<file path="src/rtl/rc4_ksa_engine_if.sv">
// Key-source/controller handshake plus single-port S-box RAM bus for rc4_ksa_engine.
// master = engine side, slave = controller + RAM side.
interface rc4_ksa_engine_if #(
  parameter int ADDR_W    = 8,
  parameter int KEY_BYTES = 3
);
  logic                   start;
  logic [KEY_BYTES*8-1:0] key;
  logic [ADDR_W-1:0]      mem_q;
  logic [ADDR_W-1:0]      mem_addr;
  logic [ADDR_W-1:0]      mem_data;
  logic                   mem_wren;
  logic                   busy;
  logic                   done;

  modport master (
    input  start, key, mem_q,
    output mem_addr, mem_data, mem_wren, busy, done
  );

  modport slave (
    output start, key, mem_q,
    input  mem_addr, mem_data, mem_wren, busy, done
  );
endinterface

</file>
<file path="src/rtl/rc4_ksa_engine.sv">
// RC4 key-scheduling engine over a single-port S-box RAM (read data one cycle after address).
// Define RC4_KSA_INIT_EN to build the S[i]=i fill phase ahead of the swap loop.
module rc4_ksa_engine #(
  parameter int ADDR_W    = 8,
  parameter int KEY_BYTES = 3
) (
  input  logic             clk,
  input  logic             reset,
  rc4_ksa_engine_if.master bus
);

  localparam int                KIDX_W    = (KEY_BYTES > 1) ? $clog2(KEY_BYTES) : 1;
  localparam logic [ADDR_W-1:0] I_LAST    = '1;
  localparam logic [KIDX_W-1:0] KIDX_LAST = KIDX_W'(KEY_BYTES - 1);

  typedef enum logic [3:0] {
    ST_IDLE   = 4'd0,
`ifdef RC4_KSA_INIT_EN
    ST_INIT   = 4'd1,
`endif
    ST_RD_I   = 4'd2,
    ST_CAP_I  = 4'd3,
    ST_CALC_J = 4'd4,
    ST_RD_J   = 4'd5,
    ST_CAP_J  = 4'd6,
    ST_WR_I   = 4'd7,
    ST_WR_J   = 4'd8,
    ST_DONE   = 4'd9
  } state_t;

`ifdef RC4_KSA_INIT_EN
  localparam state_t ST_FIRST = ST_INIT;
`else
  localparam state_t ST_FIRST = ST_RD_I;
`endif

  state_t                 state_q, state_d;
  logic [ADDR_W-1:0]      i_q, i_d;
  logic [ADDR_W-1:0]      j_q, j_d;
  logic [KIDX_W-1:0]      kidx_q, kidx_d;
  logic [ADDR_W-1:0]      s_i_q, s_i_d;
  logic [ADDR_W-1:0]      s_j_q, s_j_d;
  logic [KEY_BYTES*8-1:0] key_q, key_d;

  logic [ADDR_W-1:0]      mem_addr_q, mem_addr_d;
  logic [ADDR_W-1:0]      mem_data_q, mem_data_d;
  logic                   mem_wren_q, mem_wren_d;
  logic                   busy_q, busy_d;
  logic                   done_q, done_d;

  logic [7:0]             key_byte;
  logic [ADDR_W-1:0]      key_term;

  // Static byte mux keeps kidx free of any modulo/variable-slice arithmetic.
  always_comb begin
    key_byte = '0;
    for (int unsigned k = 0; k < KEY_BYTES; k++) begin
      if (kidx_q == KIDX_W'(k)) begin
        key_byte = key_q[(KEY_BYTES - 1 - k) * 8 +: 8];
      end
    end
    key_term = ADDR_W'(key_byte);
  end

  always_comb begin
    state_d = state_q;
    i_d     = i_q;
    j_d     = j_q;
    kidx_d  = kidx_q;
    s_i_d   = s_i_q;
    s_j_d   = s_j_q;
    key_d   = key_q;

    case (state_q)
      ST_IDLE: begin
        if (bus.start) begin
          key_d   = bus.key;
          i_d     = '0;
          j_d     = '0;
          kidx_d  = '0;
          state_d = ST_FIRST;
        end
      end
`ifdef RC4_KSA_INIT_EN
      ST_INIT: begin
        if (i_q == I_LAST) begin
          i_d     = '0;
          state_d = ST_RD_I;
        end else begin
          i_d = i_q + 1'b1;
        end
      end
`endif
      ST_RD_I:  state_d = ST_CAP_I;
      ST_CAP_I: begin
        s_i_d   = bus.mem_q;
        state_d = ST_CALC_J;
      end
      ST_CALC_J: begin
        j_d     = j_q + s_i_q + key_term;
        state_d = ST_RD_J;
      end
      ST_RD_J:  state_d = ST_CAP_J;
      ST_CAP_J: begin
        s_j_d   = bus.mem_q;
        state_d = ST_WR_I;
      end
      ST_WR_I:  state_d = ST_WR_J;
      ST_WR_J: begin
        if (i_q == I_LAST) begin
          state_d = ST_DONE;
        end else begin
          i_d     = i_q + 1'b1;
          kidx_d  = (kidx_q == KIDX_LAST) ? '0 : kidx_q + 1'b1;
          state_d = ST_RD_I;
        end
      end
      ST_DONE: begin
        i_d     = '0;
        j_d     = '0;
        state_d = ST_IDLE;
      end
      default: state_d = ST_IDLE;
    endcase
  end

  // Outputs are decoded from the next state so each registered value lines up
  // with the state it belongs to, and RAM data returns in the following state.
  always_comb begin
    mem_addr_d = i_d;
    mem_data_d = '0;
    mem_wren_d = 1'b0;
    busy_d     = 1'b1;
    done_d     = 1'b0;

    case (state_d)
      ST_IDLE: busy_d = 1'b0;
`ifdef RC4_KSA_INIT_EN
      ST_INIT: begin
        mem_data_d = i_d;
        mem_wren_d = 1'b1;
      end
`endif
      ST_RD_J, ST_CAP_J: mem_addr_d = j_d;
      ST_WR_I: begin
        mem_data_d = s_j_d;
        mem_wren_d = 1'b1;
      end
      ST_WR_J: begin
        mem_addr_d = j_d;
        mem_data_d = s_i_d;
        mem_wren_d = 1'b1;
      end
      ST_DONE: done_d = 1'b1;
      default: ;
    endcase
  end

  always_ff @(posedge clk or posedge reset) begin
    if (reset) begin
      state_q    <= ST_IDLE;
      i_q        <= '0;
      j_q        <= '0;
      kidx_q     <= '0;
      s_i_q      <= '0;
      s_j_q      <= '0;
      key_q      <= '0;
      mem_addr_q <= '0;
      mem_data_q <= '0;
      mem_wren_q <= 1'b0;
      busy_q     <= 1'b0;
      done_q     <= 1'b0;
    end else begin
      state_q    <= state_d;
      i_q        <= i_d;
      j_q        <= j_d;
      kidx_q     <= kidx_d;
      s_i_q      <= s_i_d;
      s_j_q      <= s_j_d;
      key_q      <= key_d;
      mem_addr_q <= mem_addr_d;
      mem_data_q <= mem_data_d;
      mem_wren_q <= mem_wren_d;
      busy_q     <= busy_d;
      done_q     <= done_d;
    end
  end

  assign bus.mem_addr = mem_addr_q;
  assign bus.mem_data = mem_data_q;
  assign bus.mem_wren = mem_wren_q;
  assign bus.busy     = busy_q;
  assign bus.done     = done_q;

endmodule
</file>
<file path="src/flat_wrapper.sv">
// flat-port wrapper written by rule: the top's interface ports become plain ports
module rc4_ksa_engine_flat 
#(
  parameter int ADDR_W    = 8,
  parameter int KEY_BYTES = 3
)
  (clk, reset, bus_start, bus_key, bus_mem_q, bus_mem_addr, bus_mem_data, bus_mem_wren, bus_busy, bus_done);
  rc4_ksa_engine_if #(.ADDR_W(ADDR_W), .KEY_BYTES(KEY_BYTES)) bus_i ();
  input  logic clk;
  input  logic reset;
  input wire logic [$bits(bus_i.start)-1:0] bus_start;
  input wire logic [$bits(bus_i.key)-1:0] bus_key;
  input wire logic [$bits(bus_i.mem_q)-1:0] bus_mem_q;
  output wire logic [$bits(bus_i.mem_addr)-1:0] bus_mem_addr;
  output wire logic [$bits(bus_i.mem_data)-1:0] bus_mem_data;
  output wire logic [$bits(bus_i.mem_wren)-1:0] bus_mem_wren;
  output wire logic [$bits(bus_i.busy)-1:0] bus_busy;
  output wire logic [$bits(bus_i.done)-1:0] bus_done;
  assign bus_i.start = bus_start;
  assign bus_i.key = bus_key;
  assign bus_i.mem_q = bus_mem_q;
  assign bus_mem_addr = bus_i.mem_addr;
  assign bus_mem_data = bus_i.mem_data;
  assign bus_mem_wren = bus_i.mem_wren;
  assign bus_busy = bus_i.busy;
  assign bus_done = bus_i.done;
  rc4_ksa_engine #(.ADDR_W(ADDR_W), .KEY_BYTES(KEY_BYTES)) u_core (.clk(clk), .reset(reset), .bus(bus_i));
endmodule
</file>
<file path="config.mk">
export PLATFORM = sky130hd
export DESIGN_NAME = rc4_ksa_engine_flat
export DESIGN_NICKNAME = d
export VERILOG_FILES = /design/src/rtl/rc4_ksa_engine_if.sv /design/src/rtl/rc4_ksa_engine.sv /design/src/flat_wrapper.sv
export SDC_FILE = /design/constraint.sdc
export NUM_CORES = 1
export LEC_CHECK = 0
export ABC_AREA = 1
export CAP_MARGIN = 20
export CORE_MARGIN = 3
export CORE_UTILIZATION = 49
export CTS_CLUSTER_SIZE = 20
export DETAILED_ROUTE_END_ITERATION = 8
export HOLD_SLACK_MARGIN = 0.12
export PLACE_DENSITY = 0.87
export REMOVE_ABC_BUFFERS = 1
export SLEW_MARGIN = 20
export SYNTH_ARGS = -nofsm -noshare
export SYNTH_HDL_FRONTEND = slang
export SYNTH_SLANG_ARGS = --single-unit
</file>
<file path="constraint.sdc">
create_clock -name clk -period 2.63 [get_ports clk]
set_input_delay 0.526 -clock clk [delete_from_list [all_inputs] [get_ports clk]]
set_output_delay 0.526 -clock clk [all_outputs]
set_load 0.1 [all_outputs]
</file>
Yosys cells after proc, flatten, opt, wreduce, memory -nomap -nowiden
Index checks and enable logic that the tools add are counted. Widths: inputs -> output; s select.

Input bits: 35. Memories: 0. Register bits: 81. Memory bits (read-only): 0. Bits in writable memories: 0. Bits in latches: 0.

Divide/modulo/power cells: 0. Add/subtract/negate cells: 4. Bitwise operators: 0. Magnitude comparators: 0. Shifts and indexed selects: 0. $mul: 0. Equal/unequal tests: 18. Mux-type cells: 22. Reduce and logical (&&, ||, !) cells: 8.

Operators by type and width (count): $mux 8 (9); $pmux 8 s3 (2); $pmux 4 s8 (1); $eq 4x3->1 const B (7); $add 8x8->8 (2); $eq 4x4->1 const B (4); $pmux 8 s2 (1); $add 8x1->8 const B (1); $eq 4x2->1 const B (2); $eq 8x8->1 const B (1); $logic_not 4->1 (2); $mux 4 (2); $mux 2 (3); $ne 2x2->1 const B (2); $pmux 2 s2 (1); $mux 1 (3); $reduce_and 3->1 (1); $reduce_or 3->1 (1); $add 2x1->2 const B (1); $eq 2x1->1 const B (1); $eq 2x2->1 const B (1); $logic_not 2->1 (1); $reduce_and 2->1 (1); $reduce_bool 2->1 (1); $reduce_or 2->1 (1).

Depth between registers and ports, before layout
Word-level depth: 7. Mapped depth: 18. Gate-level depth less buffers: 18.

Worst setup path before layout
Ideal clock, no wire load.

Path type: register to register. Start: register u_core.kidx_q[1]. End: register u_core.mem_addr_q[7], in the netlist u_core.bus.mem_addr[7]. Buffers on the path: 0. Period minus slack after synthesis: 2.660 ns. Required time: 2.513 ns. Slack: -0.030 ns. Stages on the path, launching flop included: 18. Data arrival time: 2.543 ns. Cell sequence: dfrtp_1 > inv_1 > nand2_1 > nor2_1 > a221oi_1 > fa_1 > inv_1 > ha_1 > inv_1 > fa_1 > nor3_1 > nor2_1 > inv_1 > nand2_1 > nand3_1 > nand2_1 > nand2_1 > nand2_1.

Longest elaborated chain between the ends: 7. Elaborated cells on any way between the ends: 9. Those cells by class: add/sub (1); eq/ne (2); mux (5); reduce/logical (1).

RTL lines: start, declared (line rc4_ksa_engine.sv:40) `logic [KIDX_W-1:0] kidx_q, kidx_d;`; start signal, assigned (line rc4_ksa_engine.sv:177) `kidx_q <= kidx_d;`; $logic_not 2->1 (line rc4_ksa_engine.sv:58) `if (kidx_q == KIDX_W'(k)) begin`; $mux 8 (2 in series) (line rc4_ksa_engine.sv:58); $mux 8 (*) (line rc4_ksa_engine.sv:58); $add 8x8->8 (*) (line rc4_ksa_engine.sv:100) `j_d = j_q + s_i_q + key_term;`; $pmux 8 s3 (*) (line rc4_ksa_engine.sv:74) `case (state_q)`; net u_core.j_d[7] (line rc4_ksa_engine.sv:39) `logic [ADDR_W-1:0] j_q, j_d;`; $mux 8 (*) (line rc4_ksa_engine.sv:136) `case (state_d)`; net u_core.mem_addr_d[7] (line rc4_ksa_engine.sv:45) `logic [ADDR_W-1:0] mem_addr_q, mem_addr_d;`; end signal, assigned (line rc4_ksa_engine.sv:181) `mem_addr_q <= mem_addr_d;`; end, declared (line rc4_ksa_engine.sv:45).

Mark *: on every way through the listed nets, which the timed path passes. The rest lies on a longest branch. A chain may end at the register's enable or synchronous reset.

Worst setup path in the final report
Start: register u_core.kidx_q[1]. End: register u_core.mem_addr_q[5], in the netlist u_core.bus.mem_addr[5].

Same word-level chain as after synthesis.

==> metrics.csv <==
metric,value,unit
wire_per_inst,14.0,um
r2r-start,u_core.kidx_q[1],
maxCapViolations,0,
die_area,8680,um^2
grt_pass1_vias,2895,
cts.path.max_buffers,2,
grt_pass1_wl,13600,um
slowest_stage,fa_1,
critPathMaxStageDelay,450,ps
hold_class,input port to asynchronous set/reset pin,
finalSetupViolations,3,
slew_viol_final,0,
cts_root_buf,clkbuf_8,
violations,setup timing,
rsz0062_at_grt,yes,
dp_hpwl,6280,um
path_class,flop to flop,
fmax,374,MHz
seq_power_share,0.395,
ioPinCount,54,
critPathArrivalTime,2910,ps
synthCells,421,
die_h,93.1,um
power,3.09,mW
globalplace.congestion,0.879,
synth_mux_area_frac,0.0514,
yosys_warnings,0,
drive_above_1_share,0.236,
diodes,0,
worst_pin_slew,676,ps
yosysSeqAreaShare,0.491,
reg2reg_setup_slack,-40,ps
outcome,"finished, violations left",
synthesis.area,3720,um^2
ant_nets,0,
initial_core_util,0.510,
crit_chain,"inv_2, nor2_4, a221oi_2, fa_1, inv_1, ha_2, inv_2, fa_2, o21bai_1, a21oi_1, o21ai_1, o21ai_2, nand2_1, nand2_1",
ys_seq_elements,73,
htree_levels,3,
drt-total-wl,8400,um
area_delta_synth_final,28.8,%
ir_drop,0.000329,V
cts_tree,built,
cts_buffers,9,
async_flop_share,1.00,
drt_first_pass_iters,5,
yosys.area_share.adder,0.0666,
synth_compound_area_frac,0.115,
p_per_area,644,nW/um^2
finalHoldViolations,0,
yosysUniqueCellTypes,35,
slew_headroom,0.548,
crit_required,2870,ps
skew,9.65,ps
row_count,31,
intPower,2.13,mW
drc_errors,0,
worst-path-buf-inv,3,
cp_top_family,adder cells,
core,7290,um^2
setup_slack,-44.8,ps
fin_setup_tns,-70.7,ps
numPortBuffers,53,
vias,3039,
reg2reg_depth,14,
swShare,0.311,
cp_max_fo,4,
synthSimpleGateAreaFrac,0.190,
power_frac_comb,0.326,
ys.flop_type,dfrtp_1,
grt_usage,0.201,
synth_area_per_cell,8.84,um^2
grt_overflow,0,
r2r_end,u_core.bus.mem_addr[5],
p_sw,0.961,mW
synth_top_cell_by_area,dfrtp_1,
ctsHoldBuffers,0,
synth_top_family_by_area,simple AND/OR/NAND/NOR gates,
pre_cts_ws,-209,ps
clk_pin_slew,80,ps
yosysTopAreaCellShare,0.491,
grt_max_degree,43,
yosysMostFrequentCell,nand2_1,
first_iter_violations,143,
nets,545,
final_core_util,0.657,
fin_crit_sh,1.02,
clock_power_share,0.278,
synth-edff-count,0,
vias_per_cell,5.07,
synth_xor_xnor_area_share,0.00235,
crit_path_start_kind,flop,
synthTopCellsByCount,"nand2_1, dfrtp_1, inv_1",
fp.dieW,93.1,um
cp_num_cells,14,
grt_antenna_before_repair,0,
cts_sinks,73,
worstSetupEndpointType,flop,
insertion_delay,340,ps
ys_top_cells_by_area,"dfrtp_1, nand2_1, inv_1",
p_leak,2.47,nW
period_needed,2670,ps
kinds of logic (layout without fill, tap and decap cells):
logic type | count (synthesis) | count (layout)
buffers and inverters | 81 | 160
and+or+nand+nor | 167 | 167
AOI/OAI and AO/OA | 67 | 67
muxes | 17 | 17
xor gates and xnor gates | 1 | 1
adders and majority gates | 15 | 15
DFF | 73 | 73
power by group through the flow:
stage          clock network (mW)  registers (mW)  logic, mW
6_report                    0.859            1.22       1.01
4_1_cts                     0.875            1.22      0.874
2_1_floorplan                   0            1.23      0.546
3_3_place_gp                    0            1.24      0.788
5_1_grt                     0.940            1.22       1.13
3_5_place_dp                    0            1.24      0.810
registers in the layout (all words and copies together), names as in the netlist:
name and flops:
u_core.bus.mem_addr 8, u_core.state_q 4, u_core.key_q 24, u_core.bus.mem_data 8, u_core.i_q 8, u_core.s_i_q 8, u_core.bus.mem_wren 1, u_core.bus.done 1
u_core.j_q 8, u_core.bus.busy 1, u_core.kidx_q 2
cells in the final DEF (no fill, tap or decap), drive strengths merged:
cell           Yosys  routed
nand2            104     104
inv               74      74
dfrtp             73      73
buf                5      36
clkdlybuf4s50      0      34
o21ai             34      34
nor2              33      33
nand3             22      22
mux2              17      17
clkbuf             2      13
a21oi             12      12
fa                 8       8
ha                 7       7
o22ai              4       4
a221oi             4       4
nand4              3       3
o221ai             3       3
nor3               3       3
a22oi              2       2
a21boi             2       2
clkinv             0       2
o2111ai            1       1
or2                1       1
a31oi              1       1
o21a               1       1
a21o               1       1
o21bai             1       1
o31ai              1       1
xor2               1       1
and3               1       1
bufinv             0       1
worst max path at each step:
| stage | start | end | slack (ps) |
|---|---|---|---|
| 2_1_floorplan | u_core.kidx_q[1] | u_core.bus.mem_addr[7] | -30 |
| 3_3_place_gp | u_core.kidx_q[1] | u_core.bus.mem_addr[7] | -50 |
| 3_5_place_dp | u_core.kidx_q[1] | u_core.bus.mem_addr[7] | -210 |
| 4_1_cts | u_core.kidx_q[1] | u_core.bus.mem_addr[7] | -4 |
| 5_1_grt | u_core.kidx_q[1] | u_core.bus.mem_addr[7] | -140 |
| 6_report | u_core.kidx_q[1] | u_core.bus.mem_addr[5] | -40 |
area by class of cell:
type / instances / area, um^2
Timing Repair Buffer: 70 / 634
Multi-Input combinational cell: 267 / 1740
Fill cell: 586 / 2500
Tap cell: 99 / 124
Clock buffer: 13 / 149
Inverter: 74 / 278
Clock inverter: 3 / 40.0
Sequential cell: 73 / 1830
worst register-to-register path, delay by kind of cell (launching register included):
| kind | cells | cell delay (ps) |
|---|---|---|
| buf+inv | 3 | 250 |
| simple gates | 3 | 170 |
| fa+ha+maj | 3 | 1020 |
| compound gates | 5 | 740 |
| flops | 1 | 430 |
what timing repair did:
action / CTS / global route
setup endpoints to repair: 8 / 8
hold endpoints to repair: 0 / 0
buffers inserted: 1 / 3
gates resized for setup: 24 / 20
pin swaps: 3 / 13
gates cloned: 0 / 0
per-stage QoR:
step	instances	hold slack, ps	cell area [um^2]
2_1_floorplan	414	478	3690
3_3_place_gp	579	492	4410
3_5_place_dp	579	494	4410
4_1_cts	596	465	4680
5_1_grt	599	465	4790
6_report	599	458	4790
routing by layer:
layer,global-route usage,part of all wire
met4,0.0598,0.020
met5,0,0
met2,0.336,0.51
met3,0.0507,0.041
met1,0.259,0.43
(Power assumes the default switching activity.)
